<file path="src/rtl/muldiv_unit.sv">
// Iterative multiply/divide coprocessor with HI/LO result registers.
// One multiplier/quotient bit per clock on operand magnitudes; signs are applied in the final FIX cycle.
module muldiv_unit #(
   parameter int WIDTH = 32
) (
   input  logic             clk,
   input  logic             rst_n,
   input  logic             start,
   input  logic [1:0]       op,
   input  logic [WIDTH-1:0] operand_a,
   input  logic [WIDTH-1:0] operand_b,
   input  logic             hi_we,
   input  logic             lo_we,
   input  logic [WIDTH-1:0] wr_data,
   output logic             busy,
   output logic             done,
   output logic [WIDTH-1:0] hi,
   output logic [WIDTH-1:0] lo
);

   localparam int DW = 2 * WIDTH;
   localparam int CW = $clog2(WIDTH);
   localparam logic [CW-1:0] LAST_STEP = CW'(WIDTH - 1);

   typedef enum logic [1:0] {
      IDLE = 2'd0,
      RUN  = 2'd1,
      FIX  = 2'd2
   } state_t;

   function automatic logic [WIDTH-1:0] negate(input logic [WIDTH-1:0] v);
      negate = ~v + WIDTH'(1'b1);
   endfunction

   function automatic logic [WIDTH-1:0] magnitude(input logic [WIDTH-1:0] v, input logic is_signed);
      if (is_signed && v[WIDTH-1]) begin
         magnitude = negate(v);
      end else begin
         magnitude = v;
      end
   endfunction

   state_t            state_r;
   state_t            next_s;
   logic [CW-1:0]     cnt_r;
   logic [DW-1:0]     acc_r;
   logic [WIDTH-1:0]  opnd_r;
   logic [WIDTH-1:0]  raw_a_r;
   logic              is_div_r;
   logic              neg_res_r;
   logic              neg_rem_r;
   logic              div_zero_r;
   logic              busy_r;
   logic              done_r;
   logic [WIDTH-1:0]  hi_r;
   logic [WIDTH-1:0]  lo_r;

   logic              load_s;
   logic              step_s;
   logic              finish_s;
   logic              idle_s;
   logic              signed_op_s;
   logic [WIDTH:0]    sum_s;
   logic [WIDTH:0]    shifted_s;
   logic              ge_s;
   logic [DW-1:0]     step_acc_s;
   logic [DW-1:0]     prod_s;
   logic [WIDTH-1:0]  res_hi_s;
   logic [WIDTH-1:0]  res_lo_s;

   assign signed_op_s = ~op[0];

   // FSM state register
   always_ff @(posedge clk or negedge rst_n) begin
      if (!rst_n) begin
         state_r <= IDLE;
      end else begin
         state_r <= next_s;
      end
   end

   // FSM next-state logic
   always_comb begin
      next_s = state_r;
      case (state_r)
         IDLE: begin
            if (start) begin
               next_s = RUN;
            end else begin
               next_s = IDLE;
            end
         end
         RUN: begin
            if (cnt_r == LAST_STEP) begin
               next_s = FIX;
            end else begin
               next_s = RUN;
            end
         end
         FIX:     next_s = IDLE;
         default: next_s = IDLE;
      endcase
   end

   // FSM control outputs
   always_comb begin
      load_s   = 1'b0;
      step_s   = 1'b0;
      finish_s = 1'b0;
      idle_s   = 1'b0;
      case (state_r)
         IDLE: begin
            idle_s = 1'b1;
            load_s = start;
         end
         RUN:     step_s   = 1'b1;
         FIX:     finish_s = 1'b1;
         default: idle_s   = 1'b0;
      endcase
   end

   // Iteration counter, cleared whenever the unit is not iterating
   always_ff @(posedge clk or negedge rst_n) begin
      if (!rst_n) begin
         cnt_r <= {CW{1'b0}};
      end else if (step_s) begin
         cnt_r <= cnt_r + CW'(1'b1);
      end else begin
         cnt_r <= {CW{1'b0}};
      end
   end

   // One iteration step: shift-add for multiply, restoring subtract for divide.
   // The accumulator low half starts as multiplier/dividend and ends as product-low/quotient.
   always_comb begin
      sum_s      = {1'b0, acc_r[DW-1:WIDTH]} + (acc_r[0] ? {1'b0, opnd_r} : {(WIDTH+1){1'b0}});
      shifted_s  = {acc_r[DW-1:WIDTH], acc_r[WIDTH-1]};
      ge_s       = (shifted_s >= {1'b0, opnd_r});
      step_acc_s = acc_r;
      if (is_div_r) begin
         if (ge_s) begin
            step_acc_s = {shifted_s[WIDTH-1:0] - opnd_r, acc_r[WIDTH-2:0], 1'b1};
         end else begin
            step_acc_s = {shifted_s[WIDTH-1:0], acc_r[WIDTH-2:0], 1'b0};
         end
      end else begin
         step_acc_s = {sum_s, acc_r[WIDTH-1:1]};
      end
   end

   // Sign correction and special cases applied to the magnitude result
   always_comb begin
      prod_s   = neg_res_r ? (~acc_r + DW'(1'b1)) : acc_r;
      res_hi_s = prod_s[DW-1:WIDTH];
      res_lo_s = prod_s[WIDTH-1:0];
      if (is_div_r) begin
         if (div_zero_r) begin
            res_hi_s = raw_a_r;
            res_lo_s = {WIDTH{1'b1}};
         end else begin
            res_hi_s = neg_rem_r ? negate(acc_r[DW-1:WIDTH]) : acc_r[DW-1:WIDTH];
            res_lo_s = neg_res_r ? negate(acc_r[WIDTH-1:0])  : acc_r[WIDTH-1:0];
         end
      end else begin
         res_hi_s = prod_s[DW-1:WIDTH];
         res_lo_s = prod_s[WIDTH-1:0];
      end
   end

   // Operand capture at start and accumulator iteration
   always_ff @(posedge clk or negedge rst_n) begin
      if (!rst_n) begin
         acc_r      <= {DW{1'b0}};
         opnd_r     <= {WIDTH{1'b0}};
         raw_a_r    <= {WIDTH{1'b0}};
         is_div_r   <= 1'b0;
         neg_res_r  <= 1'b0;
         neg_rem_r  <= 1'b0;
         div_zero_r <= 1'b0;
      end else if (load_s) begin
         acc_r      <= {{WIDTH{1'b0}}, magnitude(operand_a, signed_op_s)};
         opnd_r     <= magnitude(operand_b, signed_op_s);
         raw_a_r    <= operand_a;
         is_div_r   <= op[1];
         neg_res_r  <= signed_op_s & (operand_a[WIDTH-1] ^ operand_b[WIDTH-1]);
         neg_rem_r  <= signed_op_s & operand_a[WIDTH-1];
         div_zero_r <= (operand_b == {WIDTH{1'b0}});
      end else if (step_s) begin
         acc_r <= step_acc_s;
      end else begin
         acc_r <= acc_r;
      end
   end

   // HI/LO: operation results in FIX, MTHI/MTLO only while idle
   always_ff @(posedge clk or negedge rst_n) begin
      if (!rst_n) begin
         hi_r <= {WIDTH{1'b0}};
         lo_r <= {WIDTH{1'b0}};
      end else if (finish_s) begin
         hi_r <= res_hi_s;
         lo_r <= res_lo_s;
      end else if (idle_s) begin
         if (hi_we) begin
            hi_r <= wr_data;
         end else begin
            hi_r <= hi_r;
         end
         if (lo_we) begin
            lo_r <= wr_data;
         end else begin
            lo_r <= lo_r;
         end
      end else begin
         hi_r <= hi_r;
         lo_r <= lo_r;
      end
   end

   // Handshake flags
   always_ff @(posedge clk or negedge rst_n) begin
      if (!rst_n) begin
         busy_r <= 1'b0;
         done_r <= 1'b0;
      end else begin
         done_r <= finish_s;
         if (load_s) begin
            busy_r <= 1'b1;
         end else if (finish_s) begin
            busy_r <= 1'b0;
         end else begin
            busy_r <= busy_r;
         end
      end
   end

   assign busy = busy_r;
   assign done = done_r;
   assign hi   = hi_r;
   assign lo   = lo_r;

endmodule

</file>
<file path="config.mk">
export PLATFORM = sky130hd
export DESIGN_NAME = muldiv_unit
export DESIGN_NICKNAME = d
export VERILOG_FILES = /design/src/rtl/muldiv_unit.sv
export SDC_FILE = /design/constraint.sdc
export NUM_CORES = 1
export LEC_CHECK = 0
export BUFFER_PORTS_ARGS = -buffer_cell sky130_fd_sc_hd__buf_2
export CELL_PAD_IN_SITES_DETAIL_PLACEMENT = 1
export CELL_PAD_IN_SITES_GLOBAL_PLACEMENT = 1
export CORE_MARGIN = 1
export CORE_UTILIZATION = 30
export DETAILED_ROUTE_END_ITERATION = 7
export HOLD_SLACK_MARGIN = 0.06
export PLACE_DENSITY = 0.59
export SETUP_SLACK_MARGIN = 0.2
export SLEW_MARGIN = 20
export SYNTH_ARGS = -nofsm -noshare
export SYNTH_HDL_FRONTEND = slang
export SYNTH_SLANG_ARGS = --single-unit
</file>
<file path="constraint.sdc">
create_clock -name clk -period 3.3 [get_ports clk]
set_input_delay 0.825 -clock clk [delete_from_list [all_inputs] [get_ports clk]]
set_output_delay 0.825 -clock clk [all_outputs]
set_load 0.01 [all_outputs]
</file>
* After elaboration in Yosys (flattened, before gate mapping)
Cells that the tools add are included.
Word-level totals: flip-flop bits (word level) 205, bits in latches 0, bits in writable memories 0, bits in read-only memories 0, input port bits 103, word-level logic and storage cells 75, memories kept 0
Operators by class: add/subtract/negate cells 8, multiply operators 0, div/mod/pow operators 0, order comparisons 1, equality and inequality tests 3, shift-type cells 0, multiplexer cells 30, bitwise operators 9, reduce and logical (&&, ||, !) cells 11
Operators with widths (count):
- $mux W32 | 15
- $mux W64 | 5
- $add A32 B1 Y32 const B | 4
- $not A32 Y32 | 4
- $add A64 B1 Y64 const B | 1
- $not A64 Y64 | 1
- $add A32 B32 Y33 | 1
- $ge A33 B32 Y1 | 1
- $logic_not A32 Y1 | 1
- $sub A32 B32 Y32 | 1
- $reduce_bool A2 Y1 | 5
- $mux W1 | 7
- $add A5 B1 Y5 const B | 1
- $eq A5 B5 Y1 const B | 1
- $mux W5 | 1
- $pmux W2 S2 | 1
- $reduce_and A2 Y1 | 2
- $and A1 B1 Y1 | 2
- $eq A2 B1 Y1 const B | 1
- $eq A2 B2 Y1 const B | 1
- $logic_and A1 B1 Y1 | 2
- $logic_not A2 Y1 | 1
- $mux W2 | 1
- $not A1 Y1 | 1
- $xor A1 B1 Y1 | 1

* Depth between registers and ports, before layout
depth after elaboration 6, depth in mapped cells 14, depth with buffers taken out 13

* Least setup slack after synthesis
OpenSTA, ideal clock, no wires.
path kind register to register, start register acc_r[0], end register acc_r[63], setup time 0.067 ns, data arrival time 3.155 ns, required time 3.233 ns, path slack 0.078 ns, stages on the path, launching flop included 15, cells stage by stage dfrtp_1 inv_1 clkbuf_1 nor2_1 ha_1 buf_2 nand4_1 a2111oi_0 a211oi_1 o311ai_1 a41o_1 o31a_1 a31oi_1 o41ai_1 o311a_1
Between the ends: word-level cells in the longest chain between the ends 5
Ends and longest elaborated chain:
- from (decl) | line 46 | logic [DW-1:0] acc_r;
- from (signal assigned) | line 173 | acc_r <= {DW{1'b0}};
- from (signal assigned) | line 181 | acc_r <= {{WIDTH{1'b0}}, magnitude(operand_a, signed_op_s)};
- from (signal assigned) | line 189 | acc_r <= step_acc_s;
- $mux W32 | line 136 | sum_s = {1'b0, acc_r[DW-1:WIDTH]} + (acc_r[0] ? {1'b0, opnd_r} : {(WIDTH+1){1'b0}});
- $add A32 B32 Y33 | line 136
- $mux W64 | line 140 | if (is_div_r) begin
- $mux W64 | line 188 | end else if (step_s) begin
- $mux W64 | line 180 | end else if (load_s) begin
Every way passes these cells. The select of a mux whose other input is x is not followed. A chain may end at the register's enable or synchronous reset.

* Worst setup path after layout
Ends and elaborated chain as after synthesis.

==> out/metrics.yaml <==
status: "finished, violations left"
violations: "negative setup slack"
synth_seq_cells: 205
power_mw: 29.03
holdWs_ns: 0.2470
r2r_slack_ns: -0.04
antenna_found_initial: 2
vdd_drop_max_mv: 0.5702
fillers: 6425
post-synth-top-area-fraction: 0.3137
vias: 17740
cellPowerDensity_nw_per_um2: 1290
crit_path_cell_trace: "inv_2 -> buf_12 -> nor2_2 -> ha_4 -> nand4_1 -> a2111oi_4 -> a211oi_4 -> o311ai_2 -> buf_4 -> a41o_1 -> o31a_1 -> a31oi_1 -> o41ai_2 -> o311a_1"
slew_headroom: 0.4911
htreeDepth: 1
drcViolationCount: 0
met1_usage: 0.3625
grt_busiest_layer: "met2"
use_met2: 0.3903
place_inst: 3121
gr-usage-all-layers: 0.2519
netlist_instances: 2135
skew_ns: 0.02351
ys_warn_count: 0
setup_slack_ns: -0.04016
drt_first_pass_iters: 5
clock_tree.buffer_depth: 3
cp.arrival_ns: 3.86
grtUsageMet3: 0.03741
wire_per_inst_microns: 22.56
async_reset_ff_frac: 1.000
initial_core_util: 0.3039
cap_violations: 0
core_sq_um: 53810
ctsHoldBuffers: 0
hold_viol_final: 0
num_io_pins: 169
worst_pin_slew_ns: 0.7633
rsz0062_at_grt: "yes"
synth.net_count: 2310
synth_edf_count: 0
fmax_mhz: 299.4
reg2reg_depth: 14
synthFlopType: "dfrtp_1"
die_area_sq_um: 55440
nets: 2676
path_max_fanout: 7
drt_iter0_drc: 1150
setup_viol: 2
instances_no_fill: 3218
die_w_microns: 235.5
period_share: 1.012
synthToLayoutAreaGrowth_pct: 37.66
cp_slowest_cell: "a2111oi_4"
fp.dieH_microns: 235.5
portBuffers: 168
synthTopCellsByArea: "dfrtp_1, nand2_1, o21ai_0"
grt_pass1_wl_mm: 109.0
gp_congestion: 0.9109
cts.sinks: 205
worstSetupEndpointType: "flop"
grt_max_degree: 79
p_leak_nw: 9.801
grt_pass1_vias: 17782
syn-cell-area_sq_um: 16350
rows: 85
dp_hpwl_mm: 55.69
finalMaxSlewViolations: 0
ant_nets: 0
routed_via_density: 5.513
cts_tree: "built"
ys_types: 72
insertion_delay_ns: 0.59
synth_area_per_cell_sq_um: 7.659
post-synth-top-count-cell: "nand2_1"
root_buffer: "clkbuf_16"
totalWireLength_mm: 72.60
path_class: "reg2reg"
gr-total-overflow: 0
slowest_delay_ns: 0.45
synth_common_cells: "nand2_1, o21ai_0, dfrtp_1"
drive_gt1_frac: 0.2931
cts.clk_slew.worst_paths_ns: 0.06
period_needed_ns: 3.340
synth_top_area_cell: "dfrtp_1"
hp-class: "in2async"
numCtsBuffers: 27
cp-start-kind: "flop"
required_ns: 3.82
seq_area_frac_synth: 0.3137
-- cells by family after synthesis --
group           Yosys count  share of synthesized area
simple gates            750                     0.2086
compound gates          676                     0.2491
fa+ha+maj                72                    0.05601
buf+inv                 207                    0.04844
mux                      46                    0.02831
flops                   205                     0.3137
xor+xnor                179                    0.09588
-- state kept, by name (all words and copies together) (netlist names) --
| signal | count |
|---|---|
| lo | 32 |
| busy | 1 |
| acc_r | 64 |
| hi | 32 |
| state_r | 2 |
| done | 1 |
| cnt_r | 5 |
| opnd_r | 32 |
| neg_rem_r | 1 |
| raw_a_r | 32 |
| neg_res_r | 1 |
| div_zero_r | 1 |
| is_div_r | 1 |
-- per-layer routing --
layer | share of wire | vias to the layer above | routed length [microns]
li1 | - | 8360 | -
met1 | 0.48 | 8809 | 34930
met2 | 0.44 | 465 | 32130
met3 | 0.050 | 104 | 3629
met4 | 0.026 | 2 | 1899
met5 | 0.00017 | - | 12
-- timing repair --
| item | 4_1_cts | 5_1_grt |
|---|---|---|
| cloned | 2 | 1 |
| setup endpoints to repair | 39 | 52 |
| setup buffers | 16 | 28 |
| pin swaps | 27 | 70 |
| resized for setup | 110 | 208 |
-- where the power goes --
part / switching, mW / internal [mW] / total, mW
logic: 11.6 / 9.14 / 20.7
clock network: 1.25 / 2.15 / 3.40
registers: 1.15 / 3.74 / 4.89
total: 14.0 / 15.0 / 29.0
-- area by class of cell --
type,instances,area [sq um],share of cell area
clock inverter,10,221.5,0.009838
timing repair buffer,479,3483,0.1547
inverter,65,244.0,0.01084
tap,696,870.8,0.03869
sequential,205,5132,0.2280
clock buffer,39,800.8,0.03557
multi-input combinational,1723,11760,0.5222
antenna,1,2.502,0.0001112
-- through the flow --
stage	setup TNS, ns	worst slack (ns)	util	instance area, sq um
final	-0.05977	-0.04016	0.4183	22510
after global routing	-0.2746	-0.09619	0.4183	22510
after CTS	-0.06399	-0.04331	0.3956	21290
after detailed placement	-7.443	-0.5468	0.3648	19630
after global placement	-4.837	-0.3899	0.3648	19630
after floorplan	0	0.1943	-	16350
-- critical path, delay by kind of cell, from the launching register on --
| family | cells | cell delay, ns |
|---|---|---|
| and+or+nand+nor | 2 | 0.23 |
| DFF | 1 | 0.41 |
| adders and majority gates | 1 | 0.30 |
| AOI/OAI and AO/OA | 8 | 1.86 |
| buffers and inverters | 3 | 0.43 |
-- final timing paths --
kind / to / start
setup / recovery: acc_r[63] / acc_r[0]
setup reg to reg: acc_r[63] / acc_r[0]
min in group clk: lo[14] / lo[14]
hold / removal: lo[10] / rst_n
max in group asynchronous: opnd_r[14] / rst_n
hold reg to reg: lo[14] / lo[14]
-- layout by cell type, fill, tap and decap left out, types with 56 or more instances in the layout --
| cell type | n |
|---|---|
| a21oi_1 | 136 |
| buf_2 | 167 |
| buf_4 | 281 |
| dfrtp_1 | 203 |
| inv_1 | 56 |
| nand2_1 | 332 |
| nor2_1 | 156 |
| o21ai_0 | 206 |
| xnor2_1 | 95 |
| xor2_1 | 82 |
Power figures use the tool's default switching activity.
